--- src/rtl/game_round_ctrl_pkg.sv ---
// Shared types and constants for the game round controller.
package game_round_ctrl_pkg;

  typedef enum logic [2:0] {
    StIdle  = 3'd0,
    StSpin  = 3'd1,
    StGuess = 3'd2,
    StWin   = 3'd3,
    StLose  = 3'd4
  } state_e;

  localparam logic [3:0]  BcdMax     = 4'd9;
  localparam int unsigned RedWidth   = 18;
  localparam int unsigned GreenWidth = 8;
  localparam int unsigned PhaseWidth = 8;

  // True when the two BCD digits encode the decimal value val.
  function automatic logic bcd_is(input logic [3:0] tens, input logic [3:0] ones,
                                  input int unsigned val);
    return (tens == 4'(val / 10)) && (ones == 4'(val % 10));
  endfunction

endpackage

--- src/rtl/game_round_ctrl_bcd_counter2.sv ---
// Two-digit BCD up-counter with synchronous clear and optional saturation at 99.
module bcd_counter2
  import game_round_ctrl_pkg::*;
(
  input  logic       clk,
  input  logic       clear_b,
  input  logic       inc,
  input  logic       clr,
  input  logic       sat,
  output logic [3:0] ones,
  output logic [3:0] tens
);

  logic [3:0] ones_d, tens_d;

  always_comb begin
    ones_d = ones;
    tens_d = tens;
    if (clr) begin
      ones_d = 4'd0;
      tens_d = 4'd0;
    end else if (inc) begin
      if (ones == BcdMax) begin
        if (tens == BcdMax) begin
          // Saturating counters hold at 99; others wrap to 00.
          if (!sat) begin
            ones_d = 4'd0;
            tens_d = 4'd0;
          end
        end else begin
          ones_d = 4'd0;
          tens_d = tens + 4'd1;
        end
      end else begin
        ones_d = ones + 4'd1;
      end
    end
  end

  always_ff @(posedge clk or negedge clear_b) begin
    if (!clear_b) begin
      ones <= 4'd0;
      tens <= 4'd0;
    end else begin
      ones <= ones_d;
      tens <= tens_d;
    end
  end

endmodule

--- src/rtl/game_round_ctrl.sv ---
// Round sequencer: spin targets, time the guess window, judge submits, keep score, flash LEDs.
module game_round_ctrl
  import game_round_ctrl_pkg::*;
#(
  parameter int unsigned ROUND_SECS = 60,
  parameter int unsigned SPIN_TICKS = 2,
  parameter int unsigned SHOW_TICKS = 3,
  parameter int unsigned MAX_MISSES = 3
) (
  input  logic                  clk,
  input  logic                  clear_b,
  input  logic                  tick_1hz,
  input  logic                  start,
  input  logic                  submit,
  input  logic                  match,
  output logic                  lfsr_run,
  output logic                  round_active,
  output logic [3:0]            sec_ones,
  output logic [3:0]            sec_tens,
  output logic [3:0]            score_ones,
  output logic [3:0]            score_tens,
  output logic [2:0]            misses,
  output logic [RedWidth-1:0]   led_red,
  output logic [GreenWidth-1:0] led_green
);

  state_e                state_q, state_d;
  logic [PhaseWidth-1:0] phase_q, phase_d;
  logic [2:0]            misses_q, misses_d, misses_inc;
  logic                  sec_inc, sec_clr, score_inc, last_sec;
  logic                  lfsr_run_d, round_active_d;
  logic [RedWidth-1:0]   led_red_d;
  logic [GreenWidth-1:0] led_green_d;

  assign misses_inc = misses_q + 3'd1;
  assign last_sec   = tick_1hz && bcd_is(sec_tens, sec_ones, ROUND_SECS - 1);

  always_comb begin
    state_d   = state_q;
    phase_d   = phase_q;
    misses_d  = misses_q;
    sec_inc   = 1'b0;
    sec_clr   = 1'b0;
    score_inc = 1'b0;
    unique case (state_q)
      StIdle: begin
        if (start) begin
          state_d  = StSpin;
          sec_clr  = 1'b1;
          misses_d = 3'd0;
          phase_d  = '0;
        end
      end
      StSpin: begin
        if (tick_1hz) begin
          if (phase_q == PhaseWidth'(SPIN_TICKS - 1)) begin
            state_d = StGuess;
            phase_d = '0;
          end else begin
            phase_d = phase_q + 1'b1;
          end
        end
      end
      StGuess: begin
        // Ordering: correct submit, then timeout, then miss limit, then plain tick.
        if (submit && match) begin
          state_d   = StWin;
          score_inc = 1'b1;
          phase_d   = '0;
        end else if (last_sec) begin
          state_d = StLose;
          sec_inc = 1'b1;
          phase_d = '0;
          if (submit) misses_d = misses_inc;
        end else if (submit) begin
          misses_d = misses_inc;
          if (misses_inc == 3'(MAX_MISSES)) begin
            state_d = StLose;
            phase_d = '0;
          end else if (tick_1hz) begin
            sec_inc = 1'b1;
          end
        end else if (tick_1hz) begin
          sec_inc = 1'b1;
        end
      end
      StWin, StLose: begin
        if (tick_1hz) begin
          if (phase_q == PhaseWidth'(SHOW_TICKS - 1)) begin
            state_d = StIdle;
            phase_d = '0;
          end else begin
            phase_d = phase_q + 1'b1;
          end
        end
      end
      default: state_d = StIdle;
    endcase

    // Outputs are computed from next state so they register alongside it.
    lfsr_run_d     = (state_d == StSpin);
    round_active_d = (state_d == StSpin) || (state_d == StGuess);
    led_green_d    = ((state_d == StWin)  && !phase_d[0]) ? '1 : '0;
    led_red_d      = ((state_d == StLose) && !phase_d[0]) ? '1 : '0;
  end

  always_ff @(posedge clk or negedge clear_b) begin
    if (!clear_b) begin
      state_q      <= StIdle;
      phase_q      <= '0;
      misses_q     <= 3'd0;
      lfsr_run     <= 1'b0;
      round_active <= 1'b0;
      led_red      <= '0;
      led_green    <= '0;
    end else begin
      state_q      <= state_d;
      phase_q      <= phase_d;
      misses_q     <= misses_d;
      lfsr_run     <= lfsr_run_d;
      round_active <= round_active_d;
      led_red      <= led_red_d;
      led_green    <= led_green_d;
    end
  end

  assign misses = misses_q;

  bcd_counter2 u_sec (
    .clk     (clk),
    .clear_b (clear_b),
    .inc     (sec_inc),
    .clr     (sec_clr),
    .sat     (1'b0),
    .ones    (sec_ones),
    .tens    (sec_tens)
  );

  bcd_counter2 u_score (
    .clk     (clk),
    .clear_b (clear_b),
    .inc     (score_inc),
    .clr     (1'b0),
    .sat     (1'b1),
    .ones    (score_ones),
    .tens    (score_tens)
  );

endmodule

--- config.mk ---
export PLATFORM = sky130hd
export DESIGN_NAME = game_round_ctrl
export DESIGN_NICKNAME = d
export VERILOG_FILES = /design/src/rtl/game_round_ctrl_pkg.sv /design/src/rtl/game_round_ctrl_bcd_counter2.sv /design/src/rtl/game_round_ctrl.sv
export SDC_FILE = /design/constraint.sdc
export NUM_CORES = 1
export LEC_CHECK = 0
export BUFFER_PORTS_ARGS = -buffer_cell sky130_fd_sc_hd__buf_4
export CORE_ASPECT_RATIO = 1.75
export CORE_MARGIN = 1.5
export CORE_UTILIZATION = 57
export CTS_CLUSTER_DIAMETER = 50
export DETAILED_ROUTE_END_ITERATION = 7
export GPL_ROUTABILITY_DRIVEN = 0
export HOLD_SLACK_MARGIN = 0.15
export PLACE_DENSITY = 0.88
export SLEW_MARGIN = 20
export SYNTH_ARGS = -nofsm -noshare
export SYNTH_HDL_FRONTEND = slang
export SYNTH_SLANG_ARGS = --single-unit
export TNS_END_PERCENT = 5
--- constraint.sdc ---
create_clock -name clk -period 6.1 [get_ports clk]
set_clock_uncertainty 0.1 [all_clocks]
set_input_delay 0.61 -clock clk [delete_from_list [all_inputs] [get_ports clk]]
set_output_delay 0.61 -clock clk [all_outputs]
set_load 0.005 [all_outputs]
# Word-level counts from Yosys, hierarchy flattened
# Cells that the tools add are included.
[word_totals]
ff_bits = 58
output_inout_bits = 47
elab_cells = 106
[op_classes]
add_sub_neg = 6
n_eq_ne = 24
mux = 45
bitwise = 1
n_reduce_logical = 18
[ops]
columns = ["cell", "n"]
rows = [
  ["two-way mux 8 bit", 10],
  ["two-way mux 3 bit", 12],
  ["two-way mux 4 bit", 9],
  ["one-hot mux 8 bit (4 select lines)", 1],
  ["two-way mux 18 bit", 1],
  ["adder 4 x 1 -> 4 bit, second input constant", 4],
  ["equality test 4 bit, second input constant", 4],
  ["equality test 3 x 2 -> 1 bit, second input constant", 5],
  ["inequality test 2 bit, second input constant", 6],
  ["one-hot mux 3 bit (4 select lines)", 1],
  ["two-way mux 1 bit", 10],
  ["adder 8 x 1 -> 8 bit, second input constant", 1],
  ["equality test 8 x 1 -> 1 bit, second input constant", 1],
  ["equality test 8 x 2 -> 1 bit, second input constant", 1],
  ["inequality test 4 bit, second input constant", 2],
  ["equality test 3 x 1 -> 1 bit, second input constant", 2],
  ["equality test 3 bit, second input constant", 2],
  ["one-hot mux 3 bit (2 select lines)", 1],
  ["AND reduction 6 bit", 1],
  ["nonzero test 2 bit", 3],
  ["logical AND 1 bit", 5],
  ["equality test 4 x 3 -> 1 bit, second input constant", 1],
  ["AND reduction 2 bit", 2],
  ["AND reduction 4 bit", 1],
  ["8 further kinds", 8],
]

# Depth between registers and ports, before layout
[depth]
ltp_word = 10
depth_mapped = 8

# Hierarchy
# Synthesis repeated with hierarchy kept, for this count alone.
[hier_totals]
hier_cells = 248
hier_area_um2 = 2288.4
[by_module_without_submodules]
columns = ["mod", "instances", "cells_each", "area_per_inst_um2"]
rows = [
  ["game_round_ctrl", 1, 144, 1275.0],
  ["bcd_counter2", 2, 52, 506.7],
]

# Least setup slack after synthesis
# Ideal clock, no wire load.
[synth_path]
kind = "reg2reg"
startpoint = "register phase_q[4]"
endpoint = "register phase_q[4]"
arrival_ns = 1.920
setup_slack_ns = 3.956
stages_incl_launch_ff = 7
period_less_slack_ns = 2.144
path_cell_list = "dfrtp_1 -> or4_1 -> o32a_1 -> o311ai_4 -> buf_6 -> nor2_2 -> a211o_1"
[synth_between]
elab_chain_len = 4
elab_cells_between_ends = 8
[synth_rtl]
columns = ["item", "line_no", "rtl"]
rows = [
  ["from (decl)", "game_round_ctrl.sv:28", "logic [PhaseWidth-1:0] phase_q, phase_d;"],
  ["from (signal assigned)", "game_round_ctrl.sv:118", "phase_q <= phase_d;"],
  ["adder 8 x 1 -> 8 bit (tied with other cells)", "game_round_ctrl.sv:60, game_round_ctrl.sv:93", ""],
  ["two-way mux 8 bit (on tied branches)", "game_round_ctrl.sv:89, game_round_ctrl.sv:56", ""],
  ["two-way mux 8 bit (on tied branches)", "game_round_ctrl.sv:88, game_round_ctrl.sv:55", ""],
  ["one-hot mux 8 bit (4 select lines) *", "game_round_ctrl.sv:45", "unique case (state_q)"],
]
# Every way passes the cells marked *; elsewhere a longest branch is shown, timed or not. The select of a mux whose other input is x is not followed.
# A chain may end at the register's enable or synchronous reset.

# Worst setup path after layout
[layout_path]
startpoint = "register state_q[1]"
endpoint = "register u_score.tens[3]"
[layout_between]
elab_chain_len = 3
[layout_rtl]
columns = ["item", "line_no", "rtl"]
rows = [
  ["from (decl)", "game_round_ctrl.sv:27", "state_e state_q, state_d;"],
  ["from (signal assigned)", "game_round_ctrl.sv:109", "state_q <= StIdle;"],
  ["from (signal assigned)", "game_round_ctrl.sv:117", "state_q <= state_d;"],
  ["equality test 3 x 2 -> 1 bit", "game_round_ctrl.sv:45", ""],
  ["two-way mux 1 bit", "game_round_ctrl.sv:45", ""],
  ["AND reduction 3 bit (no source line)", "n/a", ""],
  ["to (signal assigned)", "game_round_ctrl_bcd_counter2.sv:46", "tens <= tens_d;"],
  ["to (decl)", "game_round_ctrl_bcd_counter2.sv:11", "output logic [3:0] tens"],
]
# No other way between the ends.

==> impl_metrics.ini <==
[pwr]
p_comb_frac = 0.387
power.leakage_nw = 1.18
p_clk_frac = 0.202
sequentialPowerShare = 0.411
vdd_drop_max_v = 0.000222
intPower_mw = 0.522
p_sw_frac = 0.369
powerDensity_nw_per_um2 = 341
p_switching_mw = 0.305
power_mw = 0.827

[synthesis]
seq_area_frac_synth = 0.407
yosys.area.top_type = dfrtp_1
synth_edf_count = 0
synth_fp_nets = 233
synth-async-reset-ratio = 1.00
synth_area_um2 = 2090
synthDistinctLibCells = 51
yosysTopAreaCellShare = 0.407
ys_seq_elements = 34
synth_ff_type = dfrtp_1
synth_area_leaders = dfrtp_1 41%, buf_4 8.6%, ha_1 4.2%, nand2_1 3.4%, mux2i_1 3.4%
yosys_warnings = 0
synthCells = 220
syn_avg_cell_area_um2 = 9.49

[placed_design]
hpwl_um = 3190
io_buffers = 52
place_area_um2 = 2330
place_inst = 289
place_ws_ns = 3.66

[sta]
fin_ws_ns = 3.67
worst_slew_pin_slew_ns = 0.795
min_period_ns = 2.43
relSlewSlack = 0.469
holdWs_ns = 0.156
fmax_mhz = 412
rsz0062_at_grt = false
fin_tns_setup_ns = 0
period_share = 0.398
hold_viol = 0
report.final.setup_viol = 0
drv_slew = 0

[clock_tree]
postCtsSetupBuffers = 0
post_cts_resized = 0
cts_sinks = 34
numCtsBuffers = 5
cts_hold_buf = 0
cts_tree = done
path_clk_slew_ns = 0.06
htreeDepth = 2
cts-root-buf = clkbuf_8
clock_path_buffers = 2
worst_skew_pair.late_latency_ns = 0.29

[critical_path]
cp_cell_sequence = nor3b_1 -> nand4b_1 -> nor3_1 -> nand4_1 -> xnor2_1
slowest_delay_ns = 0.70
arrival_ns = 2.50
r2r_slack_ns = 3.67
r2r-start = state_q[1]
criticalPathCategory = register to register
cp-end-kind = register
cp_slowest_cell = nor3b_1
setup.worst_path.end = u_score.tens[3]
critPathRequiredTime_ns = 6.17
timing.critical_path.from = state_q[1]
critPathMaxFanout = 11
reg2reg_to = u_score.tens[3]
cp-start-kind = register
r2r_cells = 5

[flow_run]
maxCapViolCount = 0

[run_status]
status = complete, no violations

[floorplanning]
die_w_um = 48.8
die_y_um = 83.1
start_util = 0.608
dieArea_um2 = 4050
core.rowCount = 28
io_pins = 53
core_area_um2 = 3430

[finish]
filler_cell_count = 284
layout_commonest_cell = buf_4
antennaDiodeCount = 0
drive_above_1_share = 0.266
final_area_um2 = 2420
fin_cells = 297
final_util = 0.706
syn_to_final_growth_pct = 16.1
nets = 264
final_cell_mix = 52 x buf_4, 34 x dfrtp_1, 19 x nand2_1

[global_route]
grt_pass1_vias = 1541
grt_usage = 0.216
top_usage_layer = met2
met1_usage = 0.224
grt_max_degree = 35
grt.overflow.total = 0
gr-usage-met2 = 0.395
grt_pass1_wl_um = 6870
antenna_found_initial = 0
grtUsageMet3 = 0.0468

[routing]
drtIter0Drc = 27
avgViaCountPerCell = 5.73
antenna_left = 0
vias = 1703
drt_pass1_iterations = 4
wire_per_inst_um = 14.0
wirelength_um = 4150
drc = 0

[worst_hold_path]
min_path_type = primary input to asynchronous set/reset pin
## cell families after synthesis
family	after synthesis	synth area share
compound gates	52	0.177
buf+inv	39	0.117
xor+xnor	6	0.0252
fa+ha+maj	7	0.0419
simple gates	75	0.198
mux	7	0.0336
flops	34	0.407
## Yosys cell counts, types with 3 or more instances
cell type  instances
ha_1               7
buf_4             24
nor2_1            11
inv_1             11
or3b_2             3
clkbuf_1           3
o21ai_0           13
and3_1             3
o21a_1             3
a211oi_1           3
a21oi_1           10
nor3b_1            4
nand4_1            3
xnor2_1            5
nand2_1           19
nand3_1            7
and2_1             4
nand2b_1           4
o22ai_1            3
nor2b_1            3
dfrtp_1           34
mux2i_1            7
nor3_1             3
## state kept, by name, indices dropped and copies added, names as in the netlist
register	cells
led_green	1
led_red	1
lfsr_run	1
misses	3
phase_q	8
round_active	1
state_q	3
u_score.ones	4
u_score.tens	4
u_sec.ones	4
u_sec.tens	4
## worst max-delay path: cells and delay by family (launching register included)
family,cells,cell delay (ns)
DFF,1,0.49
xor gates and xnor gates,1,0.15
and+or+nand+nor,4,1.59
## cell type report
type,instances,area [um2],share of cell area
clock buffer,7,86.3,0.0356
clock inverter,1,5.00,0.00207
inverter,11,41.3,0.0170
multi-input combinational,147,993,0.410
sequential,34,851,0.351
tap,45,56.3,0.0232
timing repair buffer,52,390,0.161
## worst min path at each step
| stage | from | end |
|---|---|---|
| floorplan | clear_b | led_green[6] |
| CTS | clear_b | u_score.tens[3] |
| global route | clear_b | phase_q[5] |
| global placement | u_score.tens[3] | u_score.tens[3] |
| detailed placement | u_score.tens[2] | u_score.tens[2] |
| finish | clear_b | phase_q[0] |
## power groups by stage
stage	sequential (mW)	clock [mW]	combinational (mW)
floorplan	0.330	0	0.225
global placement	0.341	0	0.314
detailed placement	0.343	0	0.322
CTS	0.339	0.173	0.323
global route	0.350	0.182	0.355
finish	0.340	0.167	0.320
## layer usage
metal  vias to the layer above  share of wire
met5                         -              0
met4                         0          0.023
met3                        12          0.055
met2                        58           0.54
met1                       807           0.38
li1                        826              -
Power figures use the tool's default switching activity.
